<file path="config.mk">
export PLATFORM = sky130hd
export DESIGN_NAME = reg32_reader
export DESIGN_NICKNAME = d
export VERILOG_FILES = /design/src/rtl/reg32_reader.sv
export SDC_FILE = /design/constraint.sdc
export NUM_CORES = 1
export LEC_CHECK = 0
export BUFFER_PORTS_ARGS = -buffer_cell sky130_fd_sc_hd__clkbuf_2
export CAP_MARGIN = 20
export CORE_ASPECT_RATIO = 1.25
export CORE_MARGIN = 2
export CORE_UTILIZATION = 56
export CTS_BUF_LIST = sky130_fd_sc_hd__clkbuf_4 sky130_fd_sc_hd__clkbuf_8
export DETAILED_ROUTE_END_ITERATION = 8
export PLACE_DENSITY = 0.84
export SLEW_MARGIN = 20
export SYNTH_ARGS = -nofsm -noshare
export SYNTH_HDL_FRONTEND = slang
export SYNTH_SLANG_ARGS = --single-unit
</file>
<file path="constraint.sdc">
create_clock -name clock -period 1.85 [get_ports clock]
set_input_delay 0.0925 -clock clock [delete_from_list [all_inputs] [get_ports clock]]
set_output_delay 0.0925 -clock clock [all_outputs]
set_load 0.005 [all_outputs]
</file>
<file path="src/rtl/reg32_reader.sv">
// rtl/reg32_reader.sv - snapshot a 32-bit register and stream it out one byte lane at a time
// Optional build macro REG32_READER_MSB_FIRST_EN reverses lane order (lane 3 first).
module reg32_reader #(
    parameter int unsigned STALL_MAX = 255
) (
    input  logic        clock,
    input  logic        resetn,
    input  logic        start,
    input  logic [31:0] rd_data,
    output logic [7:0]  byte_out,
    output logic [1:0]  byte_sel,
    output logic        byte_valid,
    input  logic        byte_ready,
    output logic        busy,
    output logic        done,
    output logic        err
);

    typedef enum logic [1:0] {
        IDLE  = 2'd0,
        SEND  = 2'd1,
        DONE  = 2'd2,
        ABORT = 2'd3
    } state_t;

`ifdef REG32_READER_MSB_FIRST_EN
    localparam logic [1:0] FIRST_LANE = 2'd3;
    localparam logic [1:0] LAST_LANE  = 2'd0;
`else
    localparam logic [1:0] FIRST_LANE = 2'd0;
    localparam logic [1:0] LAST_LANE  = 2'd3;
`endif

    localparam logic [7:0] STALL_LIMIT = 8'(STALL_MAX);

    state_t      state_q, state_d;
    logic [31:0] shadow_q, shadow_d;
    logic [1:0]  idx_q, idx_d;
    logic [7:0]  stall_q, stall_d;
    logic [1:0]  idx_next;
    logic [7:0]  lane_byte;

`ifdef REG32_READER_MSB_FIRST_EN
    assign idx_next = idx_q - 2'd1;
`else
    assign idx_next = idx_q + 2'd1;
`endif

    always_ff @(posedge clock or posedge resetn) begin
        if (resetn) begin
            state_q  <= IDLE;
            shadow_q <= 32'd0;
            idx_q    <= 2'd0;
            stall_q  <= 8'd0;
        end else begin
            state_q  <= state_d;
            shadow_q <= shadow_d;
            idx_q    <= idx_d;
            stall_q  <= stall_d;
        end
    end

    always_comb begin
        state_d  = state_q;
        shadow_d = shadow_q;
        idx_d    = idx_q;
        stall_d  = stall_q;
        case (state_q)
            IDLE: begin
                if (start) begin
                    shadow_d = rd_data;
                    idx_d    = FIRST_LANE;
                    stall_d  = 8'd0;
                    state_d  = SEND;
                end
            end
            SEND: begin
                if (byte_ready) begin
                    stall_d = 8'd0;
                    if (idx_q == LAST_LANE) begin
                        state_d = DONE;
                    end else begin
                        idx_d = idx_next;
                    end
                // Abort only once the counter already sits at the limit, so
                // exactly STALL_MAX stalled edges are still tolerated.
                end else if (stall_q == STALL_LIMIT) begin
                    state_d = ABORT;
                end else begin
                    stall_d = stall_q + 8'd1;
                end
            end
            DONE:    state_d = IDLE;
            ABORT:   state_d = IDLE;
            default: state_d = IDLE;
        endcase
    end

    always_comb begin
        lane_byte = 8'd0;
        case (idx_q)
            2'd0: lane_byte = shadow_q[7:0];
            2'd1: lane_byte = shadow_q[15:8];
            2'd2: lane_byte = shadow_q[23:16];
            2'd3: lane_byte = shadow_q[31:24];
            default: lane_byte = 8'd0;
        endcase
    end

    assign byte_valid = (state_q == SEND);
    assign byte_out   = byte_valid ? lane_byte : 8'd0;
    assign byte_sel   = byte_valid ? idx_q : 2'd0;
    assign busy       = (state_q != IDLE);
    assign done       = (state_q == DONE);
    assign err        = (state_q == ABORT);

endmodule

</file>
# Word level (Yosys, flattened, before mapping)
# Index checks and enable logic that the tools add are counted.
# word_totals
regBits,44
latchBits,0
ram_bits,0
rom_bits,0
out_inout_bits,14
n_memories,0
# classes
addsub,2
multipliers,0
n_div,0
magnitude_cmp,0
eq_ne,13
shifts,0
muxes,16
bitwise,0
n_reduce_logical,9
# op_table
cell,count
8-bit two-way mux,4
8-bit one-hot mux with 4 select lines,1
2-bit two-way mux,8
8-bit one-hot mux with 2 select lines,1
8-bit by 1-bit adder with 8-bit output (second input constant),1
2-bit equality test (second input constant),4
8-bit equality test (second input constant),1
2-bit one-hot mux with 3 select lines,1
3-bit AND reduction,2
2-bit by 1-bit equality test with 1-bit output (second input constant),2
2-bit logical NOT,2
2-bit inequality test (second input constant),2
2-bit one-hot mux with 2 select lines,1
4-bit AND reduction,1
2-bit nonzero test,2
3-bit by 1-bit inequality test with 1-bit output (second input constant),1
3-bit by 2-bit inequality test with 1-bit output (second input constant),1
3-bit inequality test (second input constant),1
2-bit by 1-bit adder with 2-bit output (second input constant),1
2-bit by 1-bit inequality test with 1-bit output (second input constant),1
2-bit AND reduction,1
2-bit OR reduction,1

# Depth between registers and ports, before layout
# Gate-level depths: netlist of the first run.
# logic_depth
word_depth,4
mapped_depth,7
mapped_depth_nobuf,5

# Worst setup path after synthesis of the first run
# No wires, ideal clock.
# synth_timing
path_kind,reg2out
from,register idx_q[0]
to,output byte_out[5]
arrival_time_ps,1385
slack_ps,373
stages_incl_launch_ff,8
path_cell_list,dfrtp_1 -> inv_1 -> ha_1 -> clkbuf_1 -> clkbuf_1 -> nand2_1 -> o21a_1 -> nor2_1
# synth_between
elab_chain_cells,3
word_cells_on_any_way,6
cone_classes,eq/ne (3); mux (2); reduce/logical (1)
# synth_lines
item,line_no,rtl
from (decl),38,"logic [1:0] idx_q, idx_d;"
from (signal assigned),58,idx_q <= idx_d;
"2-bit equality test, or another cell as far along",101,case (idx_q)
8-bit one-hot mux with 4 select lines (*),101,
8-bit two-way mux (*),111,assign byte_out = byte_valid ? lane_byte : 8'd0;
to (decl),10,"output logic [7:0] byte_out,"
# Every way passes the cells marked *; elsewhere a longest branch is shown, timed or not.

# Worst setup path in the final report of the first run
# layout_timing
from,register idx_q[1]
to,output byte_out[2]
# The elaborated chain is that of the path after synthesis.

==> impl_metrics.json, run 1 <==
{
  "die_h_um": 74.0,
  "syn_area_um2": 2200,
  "nets": 278,
  "setup_ws_ps": -7.38,
  "pwr_density_cell_nw_per_um2": 1620,
  "grtUsageTotal": 0.229,
  "clock_latency_ps": 290,
  "fmax_mhz": 538,
  "finClkSkew_ps": 3.54,
  "maxSlewHeadroom": 0.666,
  "crit_fanout": 11,
  "setup_tns_ps": -7.38,
  "rsz0062_at_grt": "yes",
  "crit_buf_inv": 1,
  "critPathRequiredTime_ps": 1760,
  "period_minus_slack_ps": 1860,
  "antenna_found_initial": 0,
  "ios": 50,
  "port_buffers": 49,
  "path_cells": "ha_4 -> a222oi_1 -> o21a_1 -> nor2_1 -> clkbuf_2",
  "grt_pass1_vias": 1672,
  "cts_tree": "done",
  "synth_mux_area_frac": 0.174,
  "finalInstanceArea_um2": 2660,
  "synth_fa_ha_area_frac": 0.0285,
  "max_cap_violations": 0,
  "ys_ff_latch": 44,
  "yosys.area_share.simple": 0.106,
  "slowest_delay_ps": 470,
  "ys_warn_count": 0,
  "timing.final.crit_share": 1.00,
  "outcome": "finished, violations left",
  "cp-end-kind": "output pin",
  "layout_common_cells": "clkbuf_2 (48), dfrtp_1 (42), mux2_2 (31)",
  "drcViolationCount": 0,
  "clk_pin_slew_ps": 80,
  "min_path_type": "input port to flip-flop",
  "grt_max_degree": 34,
  "fillers": 288,
  "dpl_cell_area_um2": 2480,
  "setup_viol": 1,
  "hold_viol_final": 0,
  "irDropWorstVdd_uv": 931,
  "synth_seq_area_share": 0.501,
  "grt_overflow_total": 0,
  "gp_congestion": 0.865,
  "clock-sinks": 44,
  "clockRootBuffer": "clkbuf_8",
  "synth_xor_area_frac": 0,
  "wl_per_cell_um": 15.9,
  "ant_nets": 0,
  "vias": 1700,
  "synth_edf_count": 0,
  "p_switching_uw": 1510,
  "p_total_uw": 4300,
  "p_int_uw": 2800,
  "cts_buffers": 5,
  "hpwl_um": 3360,
  "via_per_inst": 5.82,
  "seqPwrFrac": 0.401,
  "critPathKind": "flip-flop to output pin",
  "grt_pass1_wl_um": 7540,
  "cp.arrival_ps": 1760,
  "n_antenna_cell": 0,
  "start_util": 0.580,
  "combPwrFrac": 0.432,
  "synth_compound_area_frac": 0.145,
  "cp_slowest_cell": "dfrtp_2",
  "worstSetupStartpointType": "flip-flop",
  "wirelength_um": 4650,
  "drt_iter0_markers": 130,
  "htree_levels": 2,
  "synth_cell_types": 44,
  "die-area_um2": 4440,
  "worst_pin_slew_ps": 501,
  "p_clk_frac": 0.167,
  "num_rows": 25,
  "clockBufferDepth": 2,
  "area_growth_pct": 21.1,
  "synth_top_family_by_area": "multiplexers",
  "slew_viol_final": 0,
  "crit_family": "compound AO/OA/AOI/OAI gates",
  "violations": "setup timing",
  "coreArea_um2": 3780,
  "power_switching_share": 0.350,
  "die_w_um": 60.0,
  "p_leak_uw": 0.00119,
  "final-seq-area_um2": 1100,
  "syn-instance-count": 185,
  "synthFlopType": "dfrtp_1",
  "synth_nets": 226,
  "async_reset_ff_frac": 1.00,
  "synth.avg_cell_area_um2": 11.9,
  "multiInputGateArea_um2": 1030,
  "firstDrtPassIters": 6,
  "final_common_cell": "clkbuf_2",
  "drive_gt1_frac": 0.450
}
-- state kept, by name, indices dropped and copies added, names as in the netlist --
signal	flops
shadow_q	32
stall_q	8
idx_q	2
state_q	2
-- metrics by stage --
stage               instances   util  hold WS [ps]  setup slack, ps
CTS                       291  0.691          11.4             1.79
floorplan                 185      -           203              373
detailed placement        282  0.657         -62.9              247
finish                    292  0.703          12.0            -7.38
global route              292  0.703          14.7            -98.0
global placement          282  0.657         -63.9              284
-- worst register-to-register path, stage by stage, from the launching register on --
cell and delay, ps:
dfrtp_1 440, ha_1 320, nand4_1 230, or3_1 400
a21oi_1 140
-- power by group through the flow --
stage / clock, µW / combinational [µW] / sequential, µW
6_report: 719 / 1860 / 1730
5_1_grt: 773 / 2060 / 1780
4_1_cts: 732 / 1770 / 1700
3_5_place_dp: 0 / 1750 / 1710
3_3_place_gp: 0 / 1690 / 1680
2_1_floorplan: 0 / 1330 / 1570
-- final cells by class --
| class | count | area share |
|---|---|---|
| tap | 54 | 0.0254 |
| clock buffer | 5 | 0.0259 |
| timing repair buffer | 56 | 0.120 |
| inverter | 7 | 0.00987 |
| multi-input combinational | 123 | 0.388 |
| clock inverter | 3 | 0.0160 |
| sequential | 44 | 0.415 |
-- worst paths after layout --
| path | from | to | slack [ps] | depth (start not counted) |
|---|---|---|---|---|
| max | idx_q[1] | byte_out[2] | -7 | 5 |
| min | rd_data[20] | shadow_q[20] | 10 | 2 |
| max reg2reg | stall_q[0] | state_q[1] | 240 | 4 |
| min reg2reg | shadow_q[20] | shadow_q[20] | 500 | 1 |
| max in group asynchronous | resetn | idx_q[0] | 1150 | 4 |
| min in group asynchronous | resetn | shadow_q[16] | 180 | 3 |
-- layer usage --
layer  wire length, µm  up-vias  track usage
li1                  -      788            -
met1              1900      829        0.304
met2              2380       68        0.365
met3               242       15       0.0435
met4               121        0        0.101
met5                 0        -            0
-- synth_stat cells (4+ instances only) --
master / instances / area share
ha_1: 5 / 0.028
nand2_1: 12 / 0.020
buf_6: 4 / 0.020
a222oi_1: 8 / 0.036
nor2_1: 11 / 0.019
o21ai_0: 4 / 0.0091
mux2_2: 31 / 0.16
inv_1: 7 / 0.012
o21a_1: 8 / 0.027
a21oi_1: 5 / 0.011
dfrtp_1: 44 / 0.50
clkbuf_1: 5 / 0.0085
-- what timing repair did --
action	4_1_cts	5_1_grt
resized for setup	3	10
endpoints found under the setup margin	8	8
pin swaps	2	7
hold buffers	1	0
buffers inserted	0	1
endpoints found under the hold margin	44	0
-- logic make-up (layout without fill, tap and decap cells) --
| logic type | after synthesis | after routing |
|---|---|---|
| flip-flops | 44 | 44 |
| AO/OA/AOI/OAI | 42 | 42 |
| AND/OR/NAND/NOR | 42 | 42 |
| multiplexers | 34 | 34 |
| buffers and inverters | 18 | 71 |
| adder cells (fa/ha/maj) | 5 | 5 |
Note: power is estimated with default switching activity, not from simulation.
==> run 2: changes to the inputs <==
- PLACE_DENSITY: 0.84 -> 0.94
==> run 2 against run 1 <==
Global-route usage shrank 0.11 points. Clock power grew 5.7%. Clock skew grew 2.8 ps. Non-clock buffer count shrank 1. Register-to-register slack lost 40 ps. Die area is the same. Final area shrank 0.56%. Worst setup slack gained 31 ps. Via count shrank 2.1%. The run now ends clean. Largest power group unchanged. Highest routed layer unchanged. Critical endpoint unchanged. Maximum frequency grew 1.7%.
==> impl_metrics.json, run 2 (same netlist as run 1, synthesis figures left out) <==
{
  "clockRootBuffer": "clkbuf_8",
  "setup_viol": 0,
  "cp.arrival_ps": 1730,
  "die_w_um": 60.0,
  "num_rows": 25,
  "grt_pass1_wl_um": 7470,
  "timing.final.crit_share": 0.987,
  "r2r-start": "state_q[0]",
  "rsz0062_at_grt": "yes",
  "hold_viol_final": 0,
  "cts_buffers": 5,
  "final_common_cell": "clkbuf_2",
  "layout_common_cells": "clkbuf_2 (49), dfrtp_1 (42), mux2_2 (31)",
  "irDropWorstVdd_uv": 827,
  "critPathRequiredTime_ps": 1760,
  "htree_levels": 2,
  "clk_pin_slew_ps": 80,
  "clock-sinks": 44,
  "gp_congestion": 0.792,
  "clock_latency_ps": 290,
  "ant_nets": 0,
  "grt_max_degree": 45,
  "nets": 277,
  "worst_pin_slew_ps": 568,
  "grt_pass1_vias": 1639,
  "cp-end-kind": "output pin",
  "via_per_inst": 5.72,
  "maxSlewHeadroom": 0.620,
  "r2r_slack_ps": 200,
  "dpl_cell_area_um2": 2480,
  "fmax_mhz": 548,
  "vias": 1665,
  "fillers": 261,
  "coreArea_um2": 3780,
  "worstHoldPathCells": 2,
  "firstDrtPassIters": 4,
  "n_antenna_cell": 0,
  "area_growth_pct": 20.4,
  "largest_reg_flops": 32,
  "hp-start": "rd_data[21]",
  "finClkSkew_ps": 6.33,
  "cts_tree": "done",
  "drive_gt1_frac": 0.443,
  "p_leak_uw": 0.00119,
  "top_regs": "shadow_q x32, stall_q x8",
  "max_cap_violations": 0,
  "outcome": "finished clean",
  "antenna_found_initial": 0,
  "clockBufferDepth": 2,
  "pwr_density_cell_nw_per_um2": 1630,
  "wl_per_cell_um": 16.4,
  "ios": 50,
  "slew_viol_final": 0,
  "grtUsageTotal": 0.228,
  "drt_iter0_markers": 124,
  "period_minus_slack_ps": 1830,
  "min_path_type": "input port to flip-flop",
  "setup_tns_ps": 0,
  "regMostFlops": "shadow_q",
  "min_to": "shadow_q[21]",
  "finalInstanceArea_um2": 2650,
  "rr_worst_depth": 3,
  "start_util": 0.580,
  "r2r-end": "stall_q[4]",
  "critPathKind": "flip-flop to output pin",
  "die-area_um2": 4440,
  "hpwl_um": 3350,
  "postLayoutCoreUtil": 0.699,
  "port_buffers": 49,
  "die_h_um": 74.0,
  "drcViolationCount": 0,
  "crit_fanout": 8,
  "grt_overflow_total": 0,
  "worstSetupStartpointType": "flip-flop",
  "wirelength_um": 4760
}
==> run 2: worst max-delay path, cell delays in order (launching register included) <==
cell	delay [ps]
dfrtp_2	460
inv_1	120
ha_2	290
a222oi_1	100
o21a_1	180
nor2_1	150
clkbuf_2	150
==> run 2: power breakdown <==
group / switching, µW / internal, µW
registers: 334 / 1390
logic: 851 / 984
clock network: 319 / 441
==> run 2: timing repair <==
| action | in CTS | in global routing |
|---|---|---|
| pin swaps | 1 | 5 |
| resized for setup | 8 | 0 |
| hold endpoints to repair | 44 | 0 |
| hold buffers | 1 | 0 |
| setup endpoints to repair | 8 | 6 |
| setup buffers | 1 | 0 |
==> run 2: final cells by class <==
| cell class | count | area, µm² | area share |
|---|---|---|---|
| clock buffer | 6 | 82.6 | 0.0312 |
| clock inverter | 2 | 38.8 | 0.0147 |
| inverter | 7 | 26.3 | 0.00993 |
| multi-input combinational | 123 | 1020 | 0.386 |
| sequential | 44 | 1100 | 0.417 |
| tap | 54 | 67.6 | 0.0255 |
| timing repair buffer | 55 | 305 | 0.115 |
==> run 2: metrics by stage <==
step,setup slack [ps],hold WS [ps],std cells,power (µW)
finish,23.5,6.76,291,4320
global route,-71.2,1.17,291,4590
CTS,3.07,9.27,291,4320
detailed placement,195,238,281,3480
global placement,303,235,281,3350
floorplan,373,203,185,2910
==> run 2: layer usage <==
metal  track usage  vias to the layer above  wire, µm
met5             0                        -         0
met4        0.0840                        0        83
met3        0.0557                        9       256
met2         0.408                       63      2610
met1         0.259                      807      1810
li1              -                      786         -
==> run 2: worst max-delay path by stage <==
| stage | from | end | slack [ps] | cells past startpoint |
|---|---|---|---|---|
| after CTS | idx_q[1] | byte_out[7] | 3 | 6 |
| after global placement | idx_q[0] | byte_out[1] | 300 | 6 |
| after floorplan | idx_q[0] | byte_out[5] | 370 | 7 |
| after global routing | idx_q[1] | byte_out[7] | -70 | 6 |
| final | idx_q[1] | byte_out[2] | 20 | 6 |
| after detailed placement | idx_q[0] | byte_out[7] | 200 | 6 |
==> run 3: changes to the inputs <==
- CORE_UTILIZATION: 56 -> 60
- HOLD_SLACK_MARGIN: not set -> 0.02
- PLACE_DENSITY: 0.94 -> 0.95
- clock period: 1.85 -> 2.2 ns (I/O delays scaled with it)
==> run 3 against run 2 <==
Sequential cell count is the same. Highest routed layer unchanged. Combinational power shrank 22%. Final area shrank 3.5%. First-iteration DRC count shrank 13%. Die area shrank 6.3%.
==> impl_metrics.json, run 3 (same netlist as run 1, synthesis figures left out) <==
{
  "antenna_found_initial": 0,
  "finClkSkew_ps": 6.28,
  "vias": 1660,
  "p_leak_uw": 0.00117,
  "period_minus_slack_ps": 2010,
  "top_regs": "shadow_q x32, stall_q x8",
  "crit_fanout": 11,
  "grt_max_degree": 45,
  "hp-start": "rd_data[20]",
  "setup_viol": 0,
  "wl_per_cell_um": 17.3,
  "ant_nets": 0,
  "gp_congestion": 0.782,
  "num_rows": 24,
  "port_buffers": 49,
  "clockRootBuffer": "clkbuf_8",
  "power_switching_share": 0.348,
  "cp.arrival_ps": 1900,
  "htree_levels": 2,
  "cts_tree": "done",
  "start_util": 0.625,
  "die-area_um2": 4160,
  "rsz0062_at_grt": "no",
  "slew_viol_final": 0,
  "fillers": 247,
  "p_switching_uw": 1210,
  "setup_ws_ps": 189,
  "layout_common_cells": "clkbuf_2 (49), dfrtp_1 (44), mux2_2 (31)",
  "worst_pin_slew_ps": 567,
  "ios": 50,
  "crit_start": "idx_q[0]",
  "final_common_cell": "clkbuf_2",
  "drt_iter0_markers": 108,
  "dpl_worst_slack_ps": 553,
  "fmax_mhz": 497,
  "grt_pass1_wl_um": 7610,
  "maxSlewHeadroom": 0.620,
  "via_per_inst": 6.08,
  "nets": 274,
  "setup_tns_ps": 0,
  "drive_gt1_frac": 0.410,
  "clock-sinks": 44,
  "grt_pass1_vias": 1605,
  "hold_viol_final": 0,
  "n_antenna_cell": 0,
  "seqPwrFrac": 0.410,
  "pwr_density_cell_nw_per_um2": 1360,
  "whs_ps": 27.1,
  "outcome": "finished clean",
  "r2r-start": "stall_q[0]",
  "clockBufferDepth": 2,
  "hpwl_um": 3390,
  "grtUsageTotal": 0.245,
  "cts_post_setup_buffers_inserted": 0,
  "p_clk_frac": 0.175,
  "p_total_uw": 3480,
  "timing.final.crit_share": 0.914,
  "combPwrFrac": 0.415,
  "grt_overflow_total": 0,
  "cts_buffers": 5,
  "wirelength_um": 4720,
  "die_h_um": 71.7,
  "clk_pin_slew_ps": 80,
  "critPathRequiredTime_ps": 2090,
  "die_w_um": 58.1,
  "firstDrtPassIters": 5,
  "drcViolationCount": 0,
  "cp_slowest_cell": "a222oi_1",
  "area_growth_pct": 16.2,
  "cp-end-kind": "output pin",
  "slowest_delay_ps": 470,
  "largest_reg_flops": 32,
  "path_cells": "ha_1 -> a222oi_1 -> o21a_1 -> nor2_1 -> clkbuf_2",
  "max_cap_violations": 0,
  "irDropWorstVdd_uv": 847,
  "regMostFlops": "shadow_q",
  "p_int_uw": 2270,
  "min_path_type": "input port to flip-flop",
  "worstSetupStartpointType": "flip-flop",
  "coreArea_um2": 3510,
  "clock_latency_ps": 290,
  "critPathKind": "flip-flop to output pin"
}
==> run 3: worst paths after layout <==
path / endpoint / slack [ps] / cells past startpoint
max reg2reg: state_q[1] / 490 / 4
max: byte_out[0] / 190 / 5
max in group asynchronous: shadow_q[2] / 1360 / 4
min: shadow_q[20] / 30 / 2
min reg2reg: shadow_q[31] / 510 / 1
min in group asynchronous: shadow_q[19] / 480 / 4
==> run 3: per-layer routing <==
metal  vias up  part of all wire  global-route usage
met2        58              0.55               0.424
met5         -                 0                   0
met1       814              0.37               0.285
met4         0             0.020               0.101
li1        778                 -                   -
met3        10             0.057              0.0632
==> run 3: power groups by stage <==
stage	logic (µW)	registers, µW	clock network (µW)
final	1440	1430	610
after global routing	1590	1470	644
after CTS	1450	1420	619
after detailed placement	1430	1440	0
after global placement	1370	1400	0
after floorplan	1120	1320	0
==> run 3: critical path, delay by kind of cell (launching register included) <==
kind | cells | cell delay [ps]
AOI/OAI and AO/OA | 2 | 640
adders and majority gates | 1 | 370
buffers and inverters | 1 | 130
DFF | 1 | 420
and+or+nand+nor | 1 | 50
==> run 3: cell type report <==
cell class / instances / area, µm² / area share
Clock inverter: 2 / 35.0 / 0.0137
Sequential cell: 44 / 1100 / 0.431
Clock buffer: 6 / 76.3 / 0.0299
Tap cell: 39 / 48.8 / 0.0191
Multi-Input combinational cell: 123 / 995 / 0.390
Timing Repair Buffer: 52 / 270 / 0.106
Inverter: 7 / 26.3 / 0.0103
==> run 3: what timing repair did <==
action                    in CTS  in global routing
hold buffers                   1                  0
resized for setup              0                  0
hold endpoints to repair      44                  0
==> run 3: metrics by stage <==
step | utilization | instances | area, µm²
2_1_floorplan | - | 185 | 2200
3_3_place_gp | 0.692 | 264 | 2430
3_5_place_dp | 0.692 | 264 | 2430
4_1_cts | 0.726 | 273 | 2550
5_1_grt | 0.726 | 273 | 2550
6_report | 0.726 | 273 | 2550
